--- src/rtl/ram_16x8_fifo_ctrl.sv ---
// FIFO controller for the 16x8 RAM: turns push/pop requests into RAM enables
// and addresses, and tracks occupancy plus sticky overflow/underflow flags.
module ram_16x8_fifo_ctrl #(
  parameter int unsigned DW = 8,
  parameter int unsigned AW = 4
) (
  input  logic          clk,
  input  logic          reset,
  input  logic          push,
  input  logic [DW-1:0] push_data,
  input  logic          pop,
  output logic          ram_wr_en,
  output logic [AW-1:0] ram_wr_addr,
  output logic [DW-1:0] ram_wr_data,
  output logic          ram_rd_en,
  output logic [AW-1:0] ram_rd_addr,
  output logic          rd_valid,
  output logic          full,
  output logic          empty,
  output logic [AW:0]   count,
  output logic          overflow,
  output logic          underflow
);

  localparam int unsigned PW = AW + 1;

  logic [PW-1:0] wr_ptr_q, wr_ptr_d;
  logic [PW-1:0] rd_ptr_q, rd_ptr_d;
  logic          rd_valid_q, rd_valid_d;
  logic          overflow_q, overflow_d;
  logic          underflow_q, underflow_d;
  logic          full_c, empty_c;
  logic          push_ok_c, pop_ok_c;

  // Wrap bit differs with equal addresses means full; identical means empty.
  assign full_c  = (wr_ptr_q[AW] != rd_ptr_q[AW]) &&
                   (wr_ptr_q[AW-1:0] == rd_ptr_q[AW-1:0]);
  assign empty_c = (wr_ptr_q == rd_ptr_q);

  // Acceptance uses registered occupancy only, so full blocks push and empty
  // blocks pop even when the opposite request arrives in the same cycle.
  always_comb begin
    push_ok_c   = 1'b0;
    pop_ok_c    = 1'b0;
    wr_ptr_d    = wr_ptr_q;
    rd_ptr_d    = rd_ptr_q;
    rd_valid_d  = 1'b0;
    overflow_d  = overflow_q;
    underflow_d = underflow_q;

    push_ok_c = push & ~full_c;
    pop_ok_c  = pop & ~empty_c;
    if (push_ok_c) wr_ptr_d = wr_ptr_q + PW'(1);
    if (pop_ok_c)  rd_ptr_d = rd_ptr_q + PW'(1);
    rd_valid_d = pop_ok_c;
    if (push & full_c)  overflow_d  = 1'b1;
    if (pop & empty_c)  underflow_d = 1'b1;
  end

  always_ff @(posedge clk or posedge reset) begin
    if (reset) begin
      wr_ptr_q    <= '0;
      rd_ptr_q    <= '0;
      rd_valid_q  <= 1'b0;
      overflow_q  <= 1'b0;
      underflow_q <= 1'b0;
    end else begin
      wr_ptr_q    <= wr_ptr_d;
      rd_ptr_q    <= rd_ptr_d;
      rd_valid_q  <= rd_valid_d;
      overflow_q  <= overflow_d;
      underflow_q <= underflow_d;
    end
  end

  assign ram_wr_en   = push_ok_c;
  assign ram_wr_addr = wr_ptr_q[AW-1:0];
  assign ram_wr_data = push_data;
  assign ram_rd_en   = pop_ok_c;
  assign ram_rd_addr = rd_ptr_q[AW-1:0];
  assign rd_valid    = rd_valid_q;
  assign full        = full_c;
  assign empty       = empty_c;
  assign count       = wr_ptr_q - rd_ptr_q;
  assign overflow    = overflow_q;
  assign underflow   = underflow_q;

endmodule
--- config.mk ---
export PLATFORM = sky130hd
export DESIGN_NAME = ram_16x8_fifo_ctrl
export DESIGN_NICKNAME = d
export VERILOG_FILES = /design/src/rtl/ram_16x8_fifo_ctrl.sv
export SDC_FILE = /design/constraint.sdc
export NUM_CORES = 1
export LEC_CHECK = 0
export ABC_AREA = 1
export CORE_MARGIN = 2
export CORE_UTILIZATION = 45
export DETAILED_ROUTE_END_ITERATION = 7
export GPL_TIMING_DRIVEN = 0
export PLACE_DENSITY = 0.89
export SYNTH_ARGS = -nofsm -noshare
export SYNTH_HDL_FRONTEND = slang
export SYNTH_SLANG_ARGS = --single-unit
--- constraint.sdc ---
create_clock -name clk -period 2.7 [get_ports clk]
set_input_delay 0.405 -clock clk [delete_from_list [all_inputs] [get_ports clk]]
set_output_delay 0.405 -clock clk [all_outputs]
set_load 0.005 [all_outputs]
* After elaboration in Yosys (flattened, before gate mapping)
Cells that the tools add are included.
W data, S select, Z words.
** Cells by class
- Shifts and indexed selects :: 0
- Magnitude comparators :: 0
- Muxes and demuxes :: 0
- $add $sub $neg :: 3
- Reduce and logical (&&, ||, !) cells :: 1
- Bitwise gates (word level) :: 6
- Equal/unequal tests :: 3
- Div/mod/pow operators :: 0
- $mul :: 0
** Operators by type and width (number)
- $add A5 B1 Y5 const B :: 2
- $eq A5 B5 Y1 :: 1
- $sub A5 B5 Y5 :: 1
- $and A1 B1 Y1 :: 4
- $eq A4 B4 Y1 :: 1
- $not A1 Y1 :: 2
- $logic_and A1 B1 Y1 :: 1
- $ne A1 B1 Y1 :: 1
** Storage, ports and cells
- Bits in read-only memories :: 0
- Register bits :: 13
- Output and inout port bits :: 28
- Logic and storage cells :: 18
- Memories kept :: 0
- Bits in latches :: 0
- RAM bits :: 0

* Longest topological paths before layout
- Depth after elaboration :: 4
- Gate-level depth with buffers :: 9
- Gate-level depth less buffers :: 8

* Least setup slack after synthesis
No wires, ideal clock.
- Path type :: reg2out
- Start :: register wr_ptr_q[0]
- End :: output count[4]
- Data required time :: 2.295 ns
- Data arrival time :: 1.336 ns
- Cell stages (with the launch flop) :: 8
- Setup slack :: 0.959 ns
- Cell sequence :: dfrtp_1 > inv_1 > ha_1 > inv_1 > fa_1 > nand3_1 > nand2_1 > xor2_1
** Between the ends
- Longest elaborated chain between the ends :: 1
** RTL lines
- from (decl) :: line 27 : logic [PW-1:0] wr_ptr_q, wr_ptr_d;
- from (signal assigned) :: line 68 : wr_ptr_q <= wr_ptr_d;
- $sub A5 B5 Y5 :: line 84 : assign count = wr_ptr_q - rd_ptr_q;
- to (decl) :: line 20 : output logic [AW:0] count,
No other way between the ends.

* Final worst setup path
Same ends and word-level chain as after synthesis.

==> impl_metrics.py <==
metrics = {
    "global_routing": {
        "antenna_found_initial": 0,
        "pin_count_of_the_biggest_net_entering_global_routing": 14,
        "grt_pass1_vias": 836,
        "grt.overflow.total": 0,
        "wire_length_of_the_first_global_routing_pass_um": 3310,
        "grtUsageTotal": 0.166,
    },
    "final_layout": {
        "final_core_utilization": 0.684,
        "multiInputGateArea_um2": 488,
        "post_route_cells_drive_above_1_share": 0.209,
        "design.final.nets": 183,
        "num_antenna_cells": 0,
        "design_area_um2": 1380,
        "area_growth_syn_to_layout_pct": 40.2,
        "ff_latch_area_um2": 329,
        "fill_cells": 163,
    },
    "sta": {
        "timing_hold_violations_final": 0,
        "slew_headroom": 0.665,
        "post-route-min-period_ns": 2.60,
        "maxSlewViolCount": 0,
        "post-route-worst-setup-slack_ns": 0.0987,
        "post-route-period-util": 0.963,
        "setup_tns_ns": 0,
        "max_clock_freq_mhz": 384,
        "worst-slew-pin-transition_ns": 0.502,
        "setup_viol": 0,
        "finalClockSkew_ns": 0.00507,
    },
    "job": {
        "count_of_maximum_capacitance_violations": 0,
    },
    "routing": {
        "firstDrtPassIters": 4,
        "drt-initial-drc-count": 23,
        "post_drt_wl_per_cell_um": 11.1,
        "wirelength_um": 2120,
        "route.detailed.vias_per_inst": 4.83,
        "drt.antenna.violating_nets": 0,
        "drc": 0,
        "detailroute.via_count": 917,
    },
    "worst_setup_path": {
        "critical_path.startpoint_type": "flip-flop",
        "critical-path-top-cell-by-count": "sky130_fd_sc_hd__inv_1",
        "worstSetupPathType": "flip-flop to output pin",
        "path_cells": "inv_1 > ha_1 > inv_1 > fa_1 > nand3_1 > nand2_1 > xor2_1 > clkdlybuf4s50_1",
        "worst_setup_path_end_kind": "output pin",
        "cp_max_fo": 5,
        "cell_type_of_the_slowest_stage_on_the_worst_timing_path": "sky130_fd_sc_hd__clkdlybuf4s50_1",
        "timing.critical_path.slowest_cell_delay_ns": 0.51,
        "worst-endpoint-arrival_ns": 2.20,
        "critPathRequiredTime_ns": 2.30,
        "path_delay_family": "buffers and inverters",
        "cp.buffers_inverters": 3,
    },
    "floorplan": {
        "die_area_um2": 2580,
        "floorplan.rows": 16,
        "initial_utilization": 0.488,
        "num_io_pins": 40,
        "fp.dieW_um": 50.8,
        "core_area_um2": 2020,
        "die_height_um": 50.8,
    },
    "synth": {
        "synth_seq_cells": 13,
        "netlist_instances": 127,
        "syn-cell-area_um2": 986,
        "synth_compound_gate_area_share": 0.0102,
        "synth-warning-count": 0,
        "synthDistinctLibCells": 16,
        "synth_enable_flop_cells": 0,
        "synth_top_family_by_area": "simple AND/OR/NAND/NOR gates",
        "synth_area_per_cell_um2": 7.76,
        "yosys-mux-area-fraction": 0,
        "post_synth_fa_ha_maj_area_fraction": 0.0964,
        "yosysSeqAreaShare": 0.330,
        "synth.net_count": 146,
        "async_set_or_reset_flop_fraction_in_the_synthesized_netlist": 1.00,
        "synthXorXnorAreaFrac": 0.0444,
        "synth_flop_cell": "sky130_fd_sc_hd__dfrtp_1",
        "synthSimpleGateAreaFrac": 0.331,
    },
    "min_path": {
        "hp-class": "flip-flop to flip-flop",
    },
    "place": {
        "gp_routability_congestion": 0.754,
        "dp_slack_ns": 0.376,
        "dp_hpwl_um": 1560,
        "port_buffers": 31,
        "placed_cell_area_um2": 1330,
    },
    "cts": {
        "clock_tree.buffer_depth": 2,
        "numCtsBuffers": 3,
        "cts_root_buf": "sky130_fd_sc_hd__clkbuf_4",
        "cts_tree": "yes",
        "worst_setup_hold_path_clk_slew_ns": 0.08,
        "clkLatencyLatePin_ns": 0.28,
        "cts.sinks": 13,
        "cts_h_tree_depth": 1,
    },
    "pwr": {
        "leakagePower_nw": 0.719,
        "powerDensity_nw_per_um2": 1220,
        "worst_ir_drop_vdd_uv": 860,
    },
    "status": {
        "outcome": "finished clean",
    },
}
==> flip-flops by register name, indices dropped and copies added (netlist names) <==
register / count
overflow: 1
wr_ptr_q: 5
underflow: 1
rd_ptr_q: 5
rd_valid: 1
==> final timing paths <==
kind / slack (ns) / cells after the start / endpoint / startpoint
max in group asynchronous: 1.84 / 2 / rd_ptr_q[0] / reset
hold reg to reg: 0.48 / 2 / overflow / overflow
hold / removal: 0.48 / 2 / overflow / overflow
setup reg to reg: 1.17 / 9 / rd_ptr_q[0] / rd_ptr_q[2]
min in group asynchronous: 0.49 / 2 / wr_ptr_q[3] / reset
setup / recovery: 0.1 / 8 / count[4] / wr_ptr_q[0]
==> cell type report <==
cell class	count	share of cell area
tap	27	0.0244
buffer	17	0.0923
clock buffer	4	0.0190
sequential	13	0.238
multi-input combinational	81	0.353
timing repair buffer	32	0.230
inverter	16	0.0434
==> Yosys cell counts, types with 2 or more instances <==
cell type | n | area, um^2
sky130_fd_sc_hd__inv_2 | 2 | 7.51
sky130_fd_sc_hd__xor2_1 | 5 | 43.8
sky130_fd_sc_hd__a21oi_1 | 2 | 10.0
sky130_fd_sc_hd__nand2_1 | 40 | 150
sky130_fd_sc_hd__ha_1 | 6 | 75.1
sky130_fd_sc_hd__nand2_4 | 4 | 45.0
sky130_fd_sc_hd__nand3_1 | 15 | 75.1
sky130_fd_sc_hd__dfrtp_1 | 13 | 325
sky130_fd_sc_hd__inv_1 | 14 | 52.6
sky130_fd_sc_hd__nand2_2 | 2 | 12.5
sky130_fd_sc_hd__nand4_1 | 4 | 25.0
sky130_fd_sc_hd__buf_4 | 16 | 120
==> report_power, final <==
group	switching, W	internal (W)	total (W)
logic	0.000502	0.000677	0.00118
clock network	0.0000657	0.0000573	0.000123
registers	0.000112	0.000271	0.000383
total	0.000680	0.00101	0.00169
==> routing by layer <==
metal | GRT usage | up-vias | wire [um]
met2 | 0.318 | 50 | 1140
met3 | 0.0117 | 4 | 140
met5 | 0 | - | 0
li1 | - | 454 | -
met4 | 0.0721 | 0 | 34
met1 | 0.186 | 409 | 800
==> timing repair <==
action	in CTS	in global routing
endpoints found under the setup margin	0	3
resized for setup	0	6
hold buffers	0	0
setup buffers	0	1
endpoints found under the hold margin	0	0
==> cell families after synthesis <==
| logic type | Yosys count |
|---|---|
| buffers and inverters | 33 |
| AO/OA/AOI/OAI | 2 |
| flip-flops | 13 |
| AND/OR/NAND/NOR | 67 |
| adder cells (fa/ha/maj) | 7 |
| XOR/XNOR | 5 |
==> worst reg2reg max path, delay by kind of cell (launching register included) <==
family                   cells  cell delay, ns
AND/OR/NAND/NOR              6            0.57
adder cells (fa/ha/maj)      1            0.30
flip-flops                   1            0.35
buffers and inverters        2            0.25
==> through the flow <==
stage               hold WS [ns]  power [W]  cells
floorplan                  0.282    0.00102    127
global placement           0.445    0.00147    185
detailed placement         0.461    0.00152    185
CTS                        0.480    0.00165    189
global route               0.515    0.00184    190
finish                     0.476    0.00169    190
==> cell usage in the layout, fill, tap and decap left out <==
master,instances
sky130_fd_sc_hd__nand2_2,2
sky130_fd_sc_hd__clkdlybuf4s50_1,31
sky130_fd_sc_hd__ha_4,1
sky130_fd_sc_hd__inv_2,2
sky130_fd_sc_hd__dfrtp_1,10
sky130_fd_sc_hd__xor2_1,5
sky130_fd_sc_hd__buf_4,17
sky130_fd_sc_hd__fa_1,1
sky130_fd_sc_hd__nor2_4,1
sky130_fd_sc_hd__a21oi_1,2
sky130_fd_sc_hd__dfrtp_2,3
sky130_fd_sc_hd__clkbuf_4,4
sky130_fd_sc_hd__nand3_1,15
sky130_fd_sc_hd__nand2_1,40
sky130_fd_sc_hd__nand2_4,4
sky130_fd_sc_hd__nand3b_1,1
sky130_fd_sc_hd__inv_1,14
sky130_fd_sc_hd__ha_1,5
sky130_fd_sc_hd__clkbuf_1,1
sky130_fd_sc_hd__nand4_1,4
(Power assumes the default switching activity.)
